`src/rtl/regfile_write_arbiter.sv`:
```
// Write-side controller for the general register file: arbitrates CPU writeback and
// debug writes onto one registered write bus, and runs an init sweep over every register.
module regfile_write_arbiter #(
    parameter int                    DATA_WIDTH    = 16,
    parameter int                    NUM_REGS      = 8,
    parameter logic [DATA_WIDTH-1:0] INIT_VALUE    = '0,
    parameter int                    CPU_FIXED_PRI = 0
) (
    input  logic                  clk,
    input  logic                  reset,
    input  logic                  cpu_wr_valid,
    output logic                  cpu_wr_ready,
    input  logic [2:0]            cpu_wr_addr,
    input  logic [DATA_WIDTH-1:0] cpu_wr_data,
    input  logic                  dbg_wr_valid,
    output logic                  dbg_wr_ready,
    input  logic [2:0]            dbg_wr_addr,
    input  logic [DATA_WIDTH-1:0] dbg_wr_data,
    input  logic                  init_start,
    output logic                  init_busy,
    output logic                  init_done,
    output logic [DATA_WIDTH-1:0] bus_out,
    output logic [NUM_REGS-1:0]   ld_reg,
    output logic                  err_addr,
    output logic                  fsm_state
);

    localparam int                  IDX_W  = $clog2(NUM_REGS + 1);
    localparam logic [NUM_REGS-1:0] ONE    = NUM_REGS'(1);
    localparam logic                SIDE_CPU = 1'b0;
    localparam logic                SIDE_DBG = 1'b1;

    typedef enum logic {
        ST_IDLE = 1'b0,
        ST_INIT = 1'b1
    } state_t;

    state_t                  state_q, state_d;
    logic                    rr_last_q, rr_last_d;
    logic [IDX_W-1:0]        idx_q, idx_d;
    logic [DATA_WIDTH-1:0]   bus_q, bus_d;
    logic [NUM_REGS-1:0]     ld_q, ld_d;
    logic                    err_q, err_d;
    logic                    done_q, done_d;

    logic                    grant_cpu;
    logic                    grant_dbg;
    logic [2:0]              sel_addr;
    logic [DATA_WIDTH-1:0]   sel_data;

    // Handshake: a request transfers in the cycle where valid and ready are both high.
    // Ready is only ever raised on a side whose valid is high, never both at once, never
    // in INIT, never while init_start is high, and never while reset is asserted.
    always_comb begin
        grant_cpu = 1'b0;
        grant_dbg = 1'b0;
        if (!reset && state_q == ST_IDLE && !init_start) begin
            if (cpu_wr_valid && dbg_wr_valid) begin
                if (CPU_FIXED_PRI != 0 || rr_last_q == SIDE_DBG) begin
                    grant_cpu = 1'b1;
                end else begin
                    grant_dbg = 1'b1;
                end
            end else begin
                grant_cpu = cpu_wr_valid;
                grant_dbg = dbg_wr_valid;
            end
        end
    end

    always_comb begin
        sel_addr = cpu_wr_addr;
        sel_data = cpu_wr_data;
        if (grant_dbg) begin
            sel_addr = dbg_wr_addr;
            sel_data = dbg_wr_data;
        end
    end

    always_comb begin
        state_d   = state_q;
        rr_last_d = rr_last_q;
        idx_d     = idx_q;
        bus_d     = bus_q;
        ld_d      = '0;
        err_d     = 1'b0;
        done_d    = 1'b0;
        case (state_q)
            ST_IDLE: begin
                if (init_start) begin
                    // Register 0 is written straight out of IDLE so the sweep takes NUM_REGS cycles.
                    state_d = ST_INIT;
                    bus_d   = INIT_VALUE;
                    ld_d    = ONE;
                    idx_d   = IDX_W'(1);
                end else if (grant_cpu || grant_dbg) begin
                    rr_last_d = grant_dbg ? SIDE_DBG : SIDE_CPU;
                    if (int'(sel_addr) < NUM_REGS) begin
                        bus_d = sel_data;
                        ld_d  = ONE << sel_addr;
                    end else begin
                        err_d = 1'b1;
                    end
                end
            end
            ST_INIT: begin
                if (idx_q < IDX_W'(NUM_REGS)) begin
                    bus_d = INIT_VALUE;
                    ld_d  = ONE << idx_q;
                    idx_d = idx_q + IDX_W'(1);
                end else begin
                    state_d = ST_IDLE;
                    idx_d   = '0;
                    done_d  = 1'b1;
                end
            end
            default: begin
                state_d = ST_IDLE;
                idx_d   = '0;
            end
        endcase
    end

    always_ff @(posedge clk or posedge reset) begin
        if (reset) begin
            state_q   <= ST_IDLE;
            rr_last_q <= SIDE_DBG;
            idx_q     <= '0;
            bus_q     <= '0;
            ld_q      <= '0;
            err_q     <= 1'b0;
            done_q    <= 1'b0;
        end else begin
            state_q   <= state_d;
            rr_last_q <= rr_last_d;
            idx_q     <= idx_d;
            bus_q     <= bus_d;
            ld_q      <= ld_d;
            err_q     <= err_d;
            done_q    <= done_d;
        end
    end

    assign cpu_wr_ready = grant_cpu;
    assign dbg_wr_ready = grant_dbg;
    assign init_busy    = (state_q == ST_INIT);
    assign init_done    = done_q;
    assign bus_out      = bus_q;
    assign ld_reg       = ld_q;
    assign err_addr     = err_q;
    assign fsm_state    = state_q;

endmodule

```
`config.mk`:
```
export PLATFORM = sky130hd
export DESIGN_NAME = regfile_write_arbiter
export DESIGN_NICKNAME = d
export VERILOG_FILES = /design/src/rtl/regfile_write_arbiter.sv
export SDC_FILE = /design/constraint.sdc
export NUM_CORES = 1
export LEC_CHECK = 0
export ABC_AREA = 1
export CAP_MARGIN = 10
export CELL_PAD_IN_SITES_DETAIL_PLACEMENT = 1
export CELL_PAD_IN_SITES_GLOBAL_PLACEMENT = 2
export CORE_MARGIN = 10
export CORE_UTILIZATION = 21
export DETAILED_ROUTE_END_ITERATION = 10
export PLACE_DENSITY = 0.82
export SLEW_MARGIN = 5
export SYNTH_ARGS = -nofsm -noshare
export SYNTH_HDL_FRONTEND = slang
export SYNTH_SLANG_ARGS = --single-unit
```
`constraint.sdc`:
```
create_clock -name clk -period 1.2 [get_ports clk]
set_input_delay 0.18 -clock clk [delete_from_list [all_inputs] [get_ports clk]]
set_output_delay 0.18 -clock clk [all_outputs]
set_load 0.02 [all_outputs]
```
After elaboration in Yosys (flattened, before gate mapping)
Index checks and enable logic that the tools add are counted.

word-level totals
  input port bits = 43
  latch bits = 0
  memories kept = 0
  bits in read-only memories = 0
  bits in writable memories = 0
  logic and storage cells = 48
  output and inout bits = 30
  register bits = 31

operators by class
  $add $sub $neg = 1
  reduce and logical (&&, ||, !) cells = 8
  shifts and indexed selects = 2
  mux-type cells = 25
  $mul = 0
  equality and inequality tests = 3
  order comparisons = 1
  bitwise logic cells = 2
  divide/modulo/power cells = 0

operators by type and width
  cell                                                    number
  2-to-1 mux 16 bit                                       4
  case mux 16 bit (2 select lines)                        1
  2-to-1 mux 8 bit                                        3
  case mux 8 bit (2 select lines)                         1
  2-to-1 mux 1 bit                                        11
  2-to-1 mux 4 bit                                        2
  case mux 4 bit (2 select lines)                         1
  left shift 1 x 3 -> 8 bit (first input constant)        1
  left shift 1 x 4 -> 8 bit (first input constant)        1
  adder 4 x 1 -> 4 bit (second input constant)            1
  < comparator 4 bit (second input constant)              1
  logical AND 1 bit                                       3
  2-to-1 mux 3 bit                                        1
  inequality test 3 x 2 -> 1 bit (second input constant)  1
  AND reduction 3 bit                                     1
  zero test 1 bit                                         2
  inequality test 2 x 1 -> 1 bit (second input constant)  1
  inequality test 2 bit (second input constant)           1
  NOT 1 bit                                               2
  case mux 1 bit (2 select lines)                         1
  AND reduction 2 bit                                     1
  logical OR 1 bit                                        1

Depth between registers and ports, before layout
Gate-level depths: netlist of run 1.

  depth in word-level cells = 9
  depth in mapped cells = 10
  depth with buffers taken out = 9

Least setup slack after synthesis of run 1
Ideal clock, no wire load.

  path type = register to register
  from = reg state_q (netlist: fsm_state)
  to = reg rr_last_q
  cell stages (with the launch flop) = 8
  setup slack = -0.425 ns
  library setup time = 0.099 ns
  arrival time = 1.526 ns
  required time = 1.101 ns
  period minus slack after synthesis = 1.625 ns
  path buffers = 1
  cells stage by stage = dfrtp_1 -> inv_2 -> nand2_4 -> nor2_8 -> buf_4 -> nand2_1 -> a21oi_1 -> o21ai_0

on the way
  longest elaborated chain between the ends = 6
  elaborated cells between the ends (all ways) = 8
  those cells by class = mux: 3; bitwise: 1; reduce/logical: 4

RTL lines
  item                             RTL line  RTL
  start, declared                  38        state_t state_q, state_d;
  start signal, assigned           134       state_q <= state_d;
  NOT 1 bit (no line)              n/a
  logical AND 1 bit (2 in series)  57        if (!reset && state_q == ST_IDLE && !init_start) begin
  2-to-1 mux 1 bit                 57
  net cpu_wr_ready                 12        output logic cpu_wr_ready,
  logical OR 1 bit                 96        end else if (grant_cpu || grant_dbg) begin
  AND reduction 3 bit (no line)    n/a
  end signal, assigned             135       rr_last_q <= rr_last_d;
  end, declared                    39        logic rr_last_q, rr_last_d;

The timed path passes the listed nets, and every way through them passes these cells.
A chain may end at the register's enable or synchronous reset.

Final worst setup path of run 1
  from = reg state_q (netlist: fsm_state)
  to = out dbg_wr_ready

on the way
  longest elaborated chain between the ends = 4

RTL lines
  item                             RTL line  RTL
  NOT 1 bit (no line)              n/a
  logical AND 1 bit (2 in series)  57
  2-to-1 mux 1 bit                 57
  end, declared                    16        output logic dbg_wr_ready,

Every way passes these cells.

==> summary.txt, run 1 <==
Synth Warn #: 0
half-perimeter wire length after placement: 5.10 mm
Final Skew: 0.00902 ns
FF+latch count, synth: 31
vias per cell: 4.34
static leakage: 0.00159 µW
CP endpoint kind: output port
port bufs: 71
CP startpoint kind: flop
pwr/cell area: 1730 nW/µm²
WL/cell: 14.9 µm
gr usage total: 10.2%
clk slew on worst S/H paths: 0.08 ns
Final ANT Viol Nets: 0
initial antenna violation count: 0
critical path fanouts, max: 3
Layout Nets: 392
Non-Filler Instances: 452
leading cell type in the layout, fill and taps excluded: nand2_1
largest net degree at the start of global routing: 32
Max Cap Violations: 0
n_diodes: 0
class of the worst hold path: input port to asynchronous set/reset pin
Final Critical Period: 1.51 ns
Area growth syn-to-layout: 76.3%
area leader, netlist: dfrtp_1
first drt pass iteration count: 4
Largest register FFs: 16
failing checks: negative setup slack
Core Region: 8590 µm²
Seq/Total Area, Yosys: 42.4%
clk buf depth: 2
final period utilization: 126%
Initial Util: 21.3%
GPL Wtd Cong: 0.709
top post-synthesis cells by area: dfrtp_1 (41%), nand2_1 (20%), nor2_1 (8.0%)
Sequential cell area: 778 µm²
drc violations: 0
Rows: 34
fillcell total: 1031
WL final: 6.72 mm
CTS tree: done
share of post-route cells with drive strength above 1: 35.5%
RSZ-0062 raised after global routing: yes
Mapped Nets: 295
CTS Root Cell: clkbuf_8
H-tree depth: 2
total power: 5590 µW
status: finished with violations
multi-input logic area: 1160 µm²
cells after synthesis: 246
Max Slew Vio Count: 0
Peak VDD IR: 0.775 mV
post-synth cell types: 26
aggregate global routing overflow: 0
Final Hold Violating Endpoints: 0
WP data required: 1.02 ns
number of DRC markers in iteration 0: 44
share of Yosys cell area claimed by the top area cell type: 40.9%
CP Class: flop to output port
Mapped Avg Cell Area: 7.46 µm²
first-pass GRT wire length: 10.7 mm
Post-Syn Area: 1830 µm²
Chip Height: 113 µm
final worst slack: -0.310 ns
final setup fails: 26
WP data arrival: 1.33 ns
vias in the first global route: 2146
Inserted Clock Buffers: 5
Fmax: 662 MHz
Via Count: 1962
Die Area: 12900 µm²
Placed Cells: 436
CTS sink cnt: 31
commonest cells after routing, fill and taps aside: nand2_1 (54), clkdlybuf4s50_1 (42), nand2_2 (34)
I/O pins: 73
worst-skew pair later-pin latency: 0.29 ns
Die Width: 113 µm
register-to-register setup slack: -0.30 ns
Total Neg Setup Slack: -7.18 ns
## cell usage after synthesis, drive strengths merged
cell type	number
a21oi	4
a32oi	1
buf	9
clkbuf	1
clkinv	1
conb	1
dfrtp	30
dfstp	1
ha	6
inv	16
nand2	102
nand3	10
nand3b	18
nor2	41
o21ai	3
o22ai	2
## worst max-delay path: stages (launching register included)
cell and delay, ns:
dfrtp_2 0.42, inv_2 0.08, nand2_4 0.07, nor2_8 0.11, buf_6 0.13, nand2_4 0.06, inv_4 0.07, buf_6 0.11
## path summary, 6_finish.rpt
kind	startpoint	endpoint	depth (start not counted)
hold reg to reg	bus_out[15]$_DFFE_PP0P_	bus_out[15]$_DFFE_PP0P_	2
min in group clk	bus_out[15]$_DFFE_PP0P_	bus_out[15]$_DFFE_PP0P_	2
setup reg to reg	fsm_state$_DFF_PP0_	bus_out[12]$_DFFE_PP0P_	11
hold / removal	reset	ld_reg[0]$_DFF_PP0_	3
max in group asynchronous	reset	rr_last_q$_DFFE_PP1P_	3
setup / recovery	fsm_state$_DFF_PP0_	dbg_wr_ready	7
## cell type report
class | count | share of cell area (%)
Tap cell | 108 | 4.18
Inverter | 17 | 2.28
Sequential cell | 31 | 24.1
Clock buffer | 5 | 2.13
Timing Repair Buffer | 100 | 29.4
Multi-Input combinational cell | 188 | 35.8
Clock inverter | 3 | 2.09
## timing repair
action                                  4_1_cts  5_1_grt
hold buffers                                  0        0
pin swaps                                    17       10
gates resized for setup                     102       68
setup buffers                                 5        3
endpoints found under the setup margin       53       48
## routing by layer
metal,GRT usage [%],vias up,part of all wire (%)
met3,3.15,7,6.2
li1,-,954,-
met1,11.0,951,40
met5,0,-,0
met4,2.28,0,0.86
met2,18.7,50,53
## kinds of logic after synthesis
kind of cell             Yosys count  share of synthesized area (%)
AO/OA/AOI/OAI                     10                           3.89
adder cells (fa/ha/maj)            6                           4.09
buffers and inverters             27                           7.71
flip-flops                        31                           42.4
other                              1                          0.204
AND/OR/NAND/NOR                  171                           41.7
## stage by stage
step                      area [µm²]  hold WS [ns]  worst slack (ns)  util (%)
after detailed placement        2800         0.476            -0.745      32.6
after floorplan                 1860         0.283            -0.179         -
final                           3230         0.378            -0.310      37.6
after CTS                       3100         0.387            -0.306      36.0
after global routing            3230         0.391            -0.384      37.6
after global placement          2800         0.463            -0.710      32.6
## report_power, final
part / switching (µW) / total [µW] / internal, µW / leakage [µW]
logic: 1610 / 2840 / 1230 / 0.00111
registers: 161 / 1490 / 1330 / 0.000413
clock network: 426 / 1250 / 828 / 0.0000644
total: 2190 / 5590 / 3390 / 0.00159
Power figures use the tool's default switching activity.
==> inputs of run 2 (changes only) <==
- HOLD_SLACK_MARGIN: default -> 0.05
- SETUP_SLACK_MARGIN: default -> 0.3
==> summary.txt, run 2 (synthesis gave the netlist of run 1 again) <==
leading cell type in the layout, fill and taps excluded: nand2_1
Die Width: 113 µm
WP data arrival: 1.32 ns
instance count on the critical path: 5
Area growth syn-to-layout: 82.1%
Final ANT Viol Nets: 0
Placed Cells: 436
critical path buffer and inverter count: 5
critical path fanouts, max: 5
worst-skew pair later-pin latency: 0.29 ns
CP startpoint kind: flop
Max stage delay on crit path: 0.41 ns
reg2reg start: fsm_state$_DFF_PP0_
first drt pass iteration count: 4
pwr/cell area: 1680 nW/µm²
clk buf depth: 2
WL/cell: 14.4 µm
Die Area: 12900 µm²
Non-Filler Instances: 463
Final Critical Period: 1.50 ns
GR Util met3: 3.62%
Rows: 34
final setup fails: 33
WP data required: 1.02 ns
I/O pins: 73
class of the worst hold path: input port to asynchronous set/reset pin
CTS sink cnt: 31
Max Cap Violations: 0
r2r worst-path depth: 9
Peak VDD IR: 0.697 mV
Layout Nets: 403
register-to-register setup slack: -0.29 ns
vias in the first global route: 2134
static leakage: 0.00161 µW
Chip Height: 113 µm
final design utilization: 38.9%
Initial Util: 21.3%
status: finished with violations
drc violations: 0
Via Count: 1972
GRT Max-Usage Layer: met2
Core Region: 8590 µm²
failing checks: negative setup slack
Max Slew Vio Count: 0
aggregate global routing overflow: 0
H-tree depth: 2
CTS Root Cell: clkbuf_8
share of post-route cells with drive strength above 1: 36.1%
CTS tree: done
RSZ-0062 raised after global routing: yes
GPL Wtd Cong: 0.783
commonest cells after routing, fill and taps aside: nand2_1 (76), clkdlybuf4s50_1 (42), buf_6 (38)
worst path cell trace: buf_4 > buf_6 > buf_8 > buf_4 > buf_6
fillcell total: 1036
GR Layer Usage met2: 18.1%
Largest register FFs: 16
largest net degree at the start of global routing: 23
M1 GR Usage: 11.0%
initial antenna violation count: 0
first-pass GRT wire length: 10.7 mm
number of DRC markers in iteration 0: 42
WL final: 6.67 mm
Final Hold Violating Endpoints: 0
CP Class: flop to output port
Inserted Clock Buffers: 5
RR Endpoint: bus_out[13]$_DFFE_PP0P_
half-perimeter wire length after placement: 5.00 mm
clk slew on worst S/H paths: 0.07 ns
port bufs: 71
Slowest-stage cell, CP: dfrtp_2
vias per cell: 4.26
Fmax: 668 MHz
gr usage total: 10.2%
final worst slack: -0.298 ns
n_diodes: 0
CP delay by family, top: buffers and inverters
Final Skew: 0.0113 ns
final period utilization: 125%
CP endpoint kind: output port
-- run 2: power breakdown --
group	total, µW	leakage [µW]	internal [µW]	switching, µW
clock network	863	0.0000482	462	401
registers	1530	0.000413	1340	191
logic	3220	0.00115	1590	1630
total	5610	0.00161	3390	2220
-- run 2: area by class of cell --
cell class / count / area, µm² / share of cell area [%]
timing repair buffer: 111 / 1160 / 34.6
multi-input combinational: 188 / 1100 / 33.0
sequential: 31 / 778 / 23.3
tap: 108 / 135 / 4.04
clock buffer: 7 / 86.3 / 2.58
inverter: 17 / 78.8 / 2.36
clock inverter: 1 / 5.00 / 0.150
-- run 2: metal layers --
layer / vias to the layer above / part of all wire [%]
met3: 9 / 6.5
met4: 0 / 1.1
met1: 951 / 39
li1: 975 / -
met2: 37 / 53
met5: - / 0
-- run 2: worst register-to-register path, cell delays in order (launching register included) --
cell     delay, ns
dfrtp_2       0.41
buf_4         0.14
buf_6         0.11
buf_8         0.12
nor2_4        0.15
nand2_2       0.10
nand2_4       0.14
buf_12        0.14
nand2_1       0.05
nand2_1       0.06
-- run 2: how the worst max path moves through the flow --
| stage | start | endpoint | slack, ns |
|---|---|---|---|
| 6_report | fsm_state$_DFF_PP0_ | fsm_state | -0.30 |
| 5_1_grt | fsm_state$_DFF_PP0_ | bus_out[9]$_DFFE_PP0P_ | -0.39 |
| 4_1_cts | fsm_state$_DFF_PP0_ | dbg_wr_ready | -0.30 |
| 3_5_place_dp | init_start | cpu_wr_ready | -0.74 |
| 3_3_place_gp | init_start | cpu_wr_ready | -0.71 |
| 2_1_floorplan | fsm_state$_DFF_PP0_ | bus_out[0]$_DFFE_PP0P_ | -0.18 |
-- run 2: timing repair --
action / 4_1_cts / 5_1_grt
gates resized for setup: 206 / 39
hold buffers: 0 / 0
setup buffers: 13 / 6
pin swaps: 4 / 13
setup endpoints to repair: 59 / 60
-- run 2: per-stage QoR --
stage               hold WS (ns)  worst slack, ns  power, µW  setup TNS, ns  cell area (µm²)
floorplan                  0.283           -0.179       2920          -3.39             1880
global placement           0.466           -0.712       4120         -14.75             2830
detailed placement         0.467           -0.738       4160         -15.19             2830
CTS                        0.392           -0.297       5470          -7.89             3160
global route               0.415           -0.392       6040         -10.74             3340
finish                     0.387           -0.298       5610          -7.87             3340
==> inputs of run 3 (changes only) <==
- CORE_MARGIN: 10 -> 2
- RECOVER_POWER: default -> 100
==> summary.txt, run 3 (synthesis gave the netlist of run 1 again) <==
final period utilization: 127%
drc violations: 0
Max Cap Violations: 0
CP delay by family, top: flip-flops
critical path buffer and inverter count: 4
Fmax: 654 MHz
Non-Filler Instances: 461
vias per cell: 4.18
Rows: 34
Core Region: 8590 µm²
Final ANT Viol Nets: 0
Layout Nets: 401
Slowest-stage cell, CP: dfrtp_2
Max stage delay on crit path: 0.41 ns
Via Count: 1928
multi-input logic area: 1060 µm²
Peak VDD IR: 0.619 mV
total power: 5130 µW
Area growth syn-to-layout: 66.8%
fillcell total: 1038
clk slew on worst S/H paths: 0.07 ns
WL/cell: 13.1 µm
CP Class: flop to output port
Largest register FFs: 16
failing checks: negative setup slack
half-perimeter wire length after placement: 4.37 mm
register-to-register setup slack: -0.30 ns
WP data required: 1.02 ns
CTS Root Cell: clkbuf_8
I/O pins: 73
worst-skew pair later-pin latency: 0.29 ns
worst hold slack: 0.480 ns
Final Hold Violating Endpoints: 0
worst path cell trace: inv_2 > nand2_4 > nor2_8 > buf_6 > nand2_4 > inv_4 > buf_6
CTS sink cnt: 31
Die Width: 97.5 µm
final setup fails: 26
class of the worst hold path: input port to asynchronous set/reset pin
r2r worst-path depth: 11
Sequential cell area: 778 µm²
WP data arrival: 1.35 ns
first drt pass iteration count: 4
Initial Util: 21.3%
reg2reg start: fsm_state$_DFF_PP0_
Final Critical Period: 1.53 ns
Final Skew: 0.00782 ns
number of DRC markers in iteration 0: 30
Die Area: 9500 µm²
RSZ-0062 raised after global routing: yes
vias in the first global route: 2032
n_diodes: 0
RR Endpoint: ld_reg[1]$_DFF_PP0_
Inserted Clock Buffers: 5
port bufs: 71
final worst slack: -0.328 ns
CP endpoint kind: output port
Max Slew Vio Count: 0
cts hold-fix bufs: 0
GPL Wtd Cong: 0.780
status: finished with violations
CTS tree: done
CP startpoint kind: flop
H-tree depth: 2
aggregate global routing overflow: 0
Placed Cells: 435
final design utilization: 35.6%
pwr/cell area: 1680 nW/µm²
share of post-route cells with drive strength above 1: 27.2%
initial antenna violation count: 0
first-pass GRT wire length: 9.85 mm
leading cell type in the layout, fill and taps excluded: nand2_1
critical path fanouts, max: 4
static leakage: 0.00147 µW
clk buf depth: 2
commonest cells after routing, fill and taps aside: nand2_1 (81), clkdlybuf4s50_1 (42), nor2_1 (33)
Chip Height: 97.5 µm
gr usage total: 13.0%
WL final: 6.04 mm
largest net degree at the start of global routing: 32
run 3: report_power, final:
part / leakage (µW) / switching (µW) / internal (µW)
Combinational: 0.00102 / 1560 / 1260
Sequential: 0.000413 / 155 / 1330
Clock: 0.0000422 / 407 / 407
Total: 0.00147 / 2120 / 3000
run 3: area by class of cell:
class	instances	share of cell area [%]
Tap cell	108	4.42
Timing Repair Buffer	109	30.4
Sequential cell	31	25.4
Clock buffer	7	2.49
Clock inverter	1	0.164
Multi-Input combinational cell	188	34.7
Inverter	17	2.37
run 3: what timing repair did:
action / 4_1_cts / 5_1_grt
setup buffers: 9 / 9
setup endpoints to repair: 59 / 60
pin swaps: 3 / 8
endpoints found under the hold margin: 0 / 0
gates resized for setup: 193 / 27
run 3: through the flow:
step / setup TNS, ns / setup slack [ns] / cell area, µm²
after global placement: -14.75 / -0.719 / 2840
after global routing: -10.40 / -0.435 / 3060
final: -6.93 / -0.328 / 3060
after floorplan: -3.39 / -0.179 / 1880
after CTS: -7.59 / -0.316 / 3080
after detailed placement: -15.84 / -0.744 / 2840
run 3: metal layers:
| layer | track usage [%] | vias up | routed length, µm |
|---|---|---|---|
| li1 | - | 973 | - |
| met1 | 15.0 | 914 | 2610 |
| met2 | 23.6 | 38 | 3160 |
| met3 | 3.74 | 3 | 232 |
| met4 | 3.53 | 0 | 42 |
| met5 | 0 | - | 0 |
run 3: worst register-to-register path, cell delays in order, from the launching register on:
cell and delay (ns):
dfrtp_2 0.41, inv_2 0.08, nand2_4 0.07, nor2_8 0.16, buf_6 0.13, nand2_4 0.05
buf_6 0.14, nand2_2 0.08, nand2_4 0.07, nor2_4 0.13, nand2_1 0.07, nand2_1 0.07
run 3: worst max-delay path by stage:
stage                             start                       to  slack [ns]  cells after the start
floorplan           fsm_state$_DFF_PP0_   bus_out[0]$_DFFE_PP0P_       -0.18                      9
global placement             init_start             cpu_wr_ready       -0.72                      7
detailed placement           init_start             cpu_wr_ready       -0.74                      7
CTS                 fsm_state$_DFF_PP0_  bus_out[13]$_DFFE_PP0P_       -0.32                     10
global route        fsm_state$_DFF_PP0_   bus_out[4]$_DFFE_PP0P_       -0.43                     11
finish              fsm_state$_DFF_PP0_             dbg_wr_ready       -0.33                      7
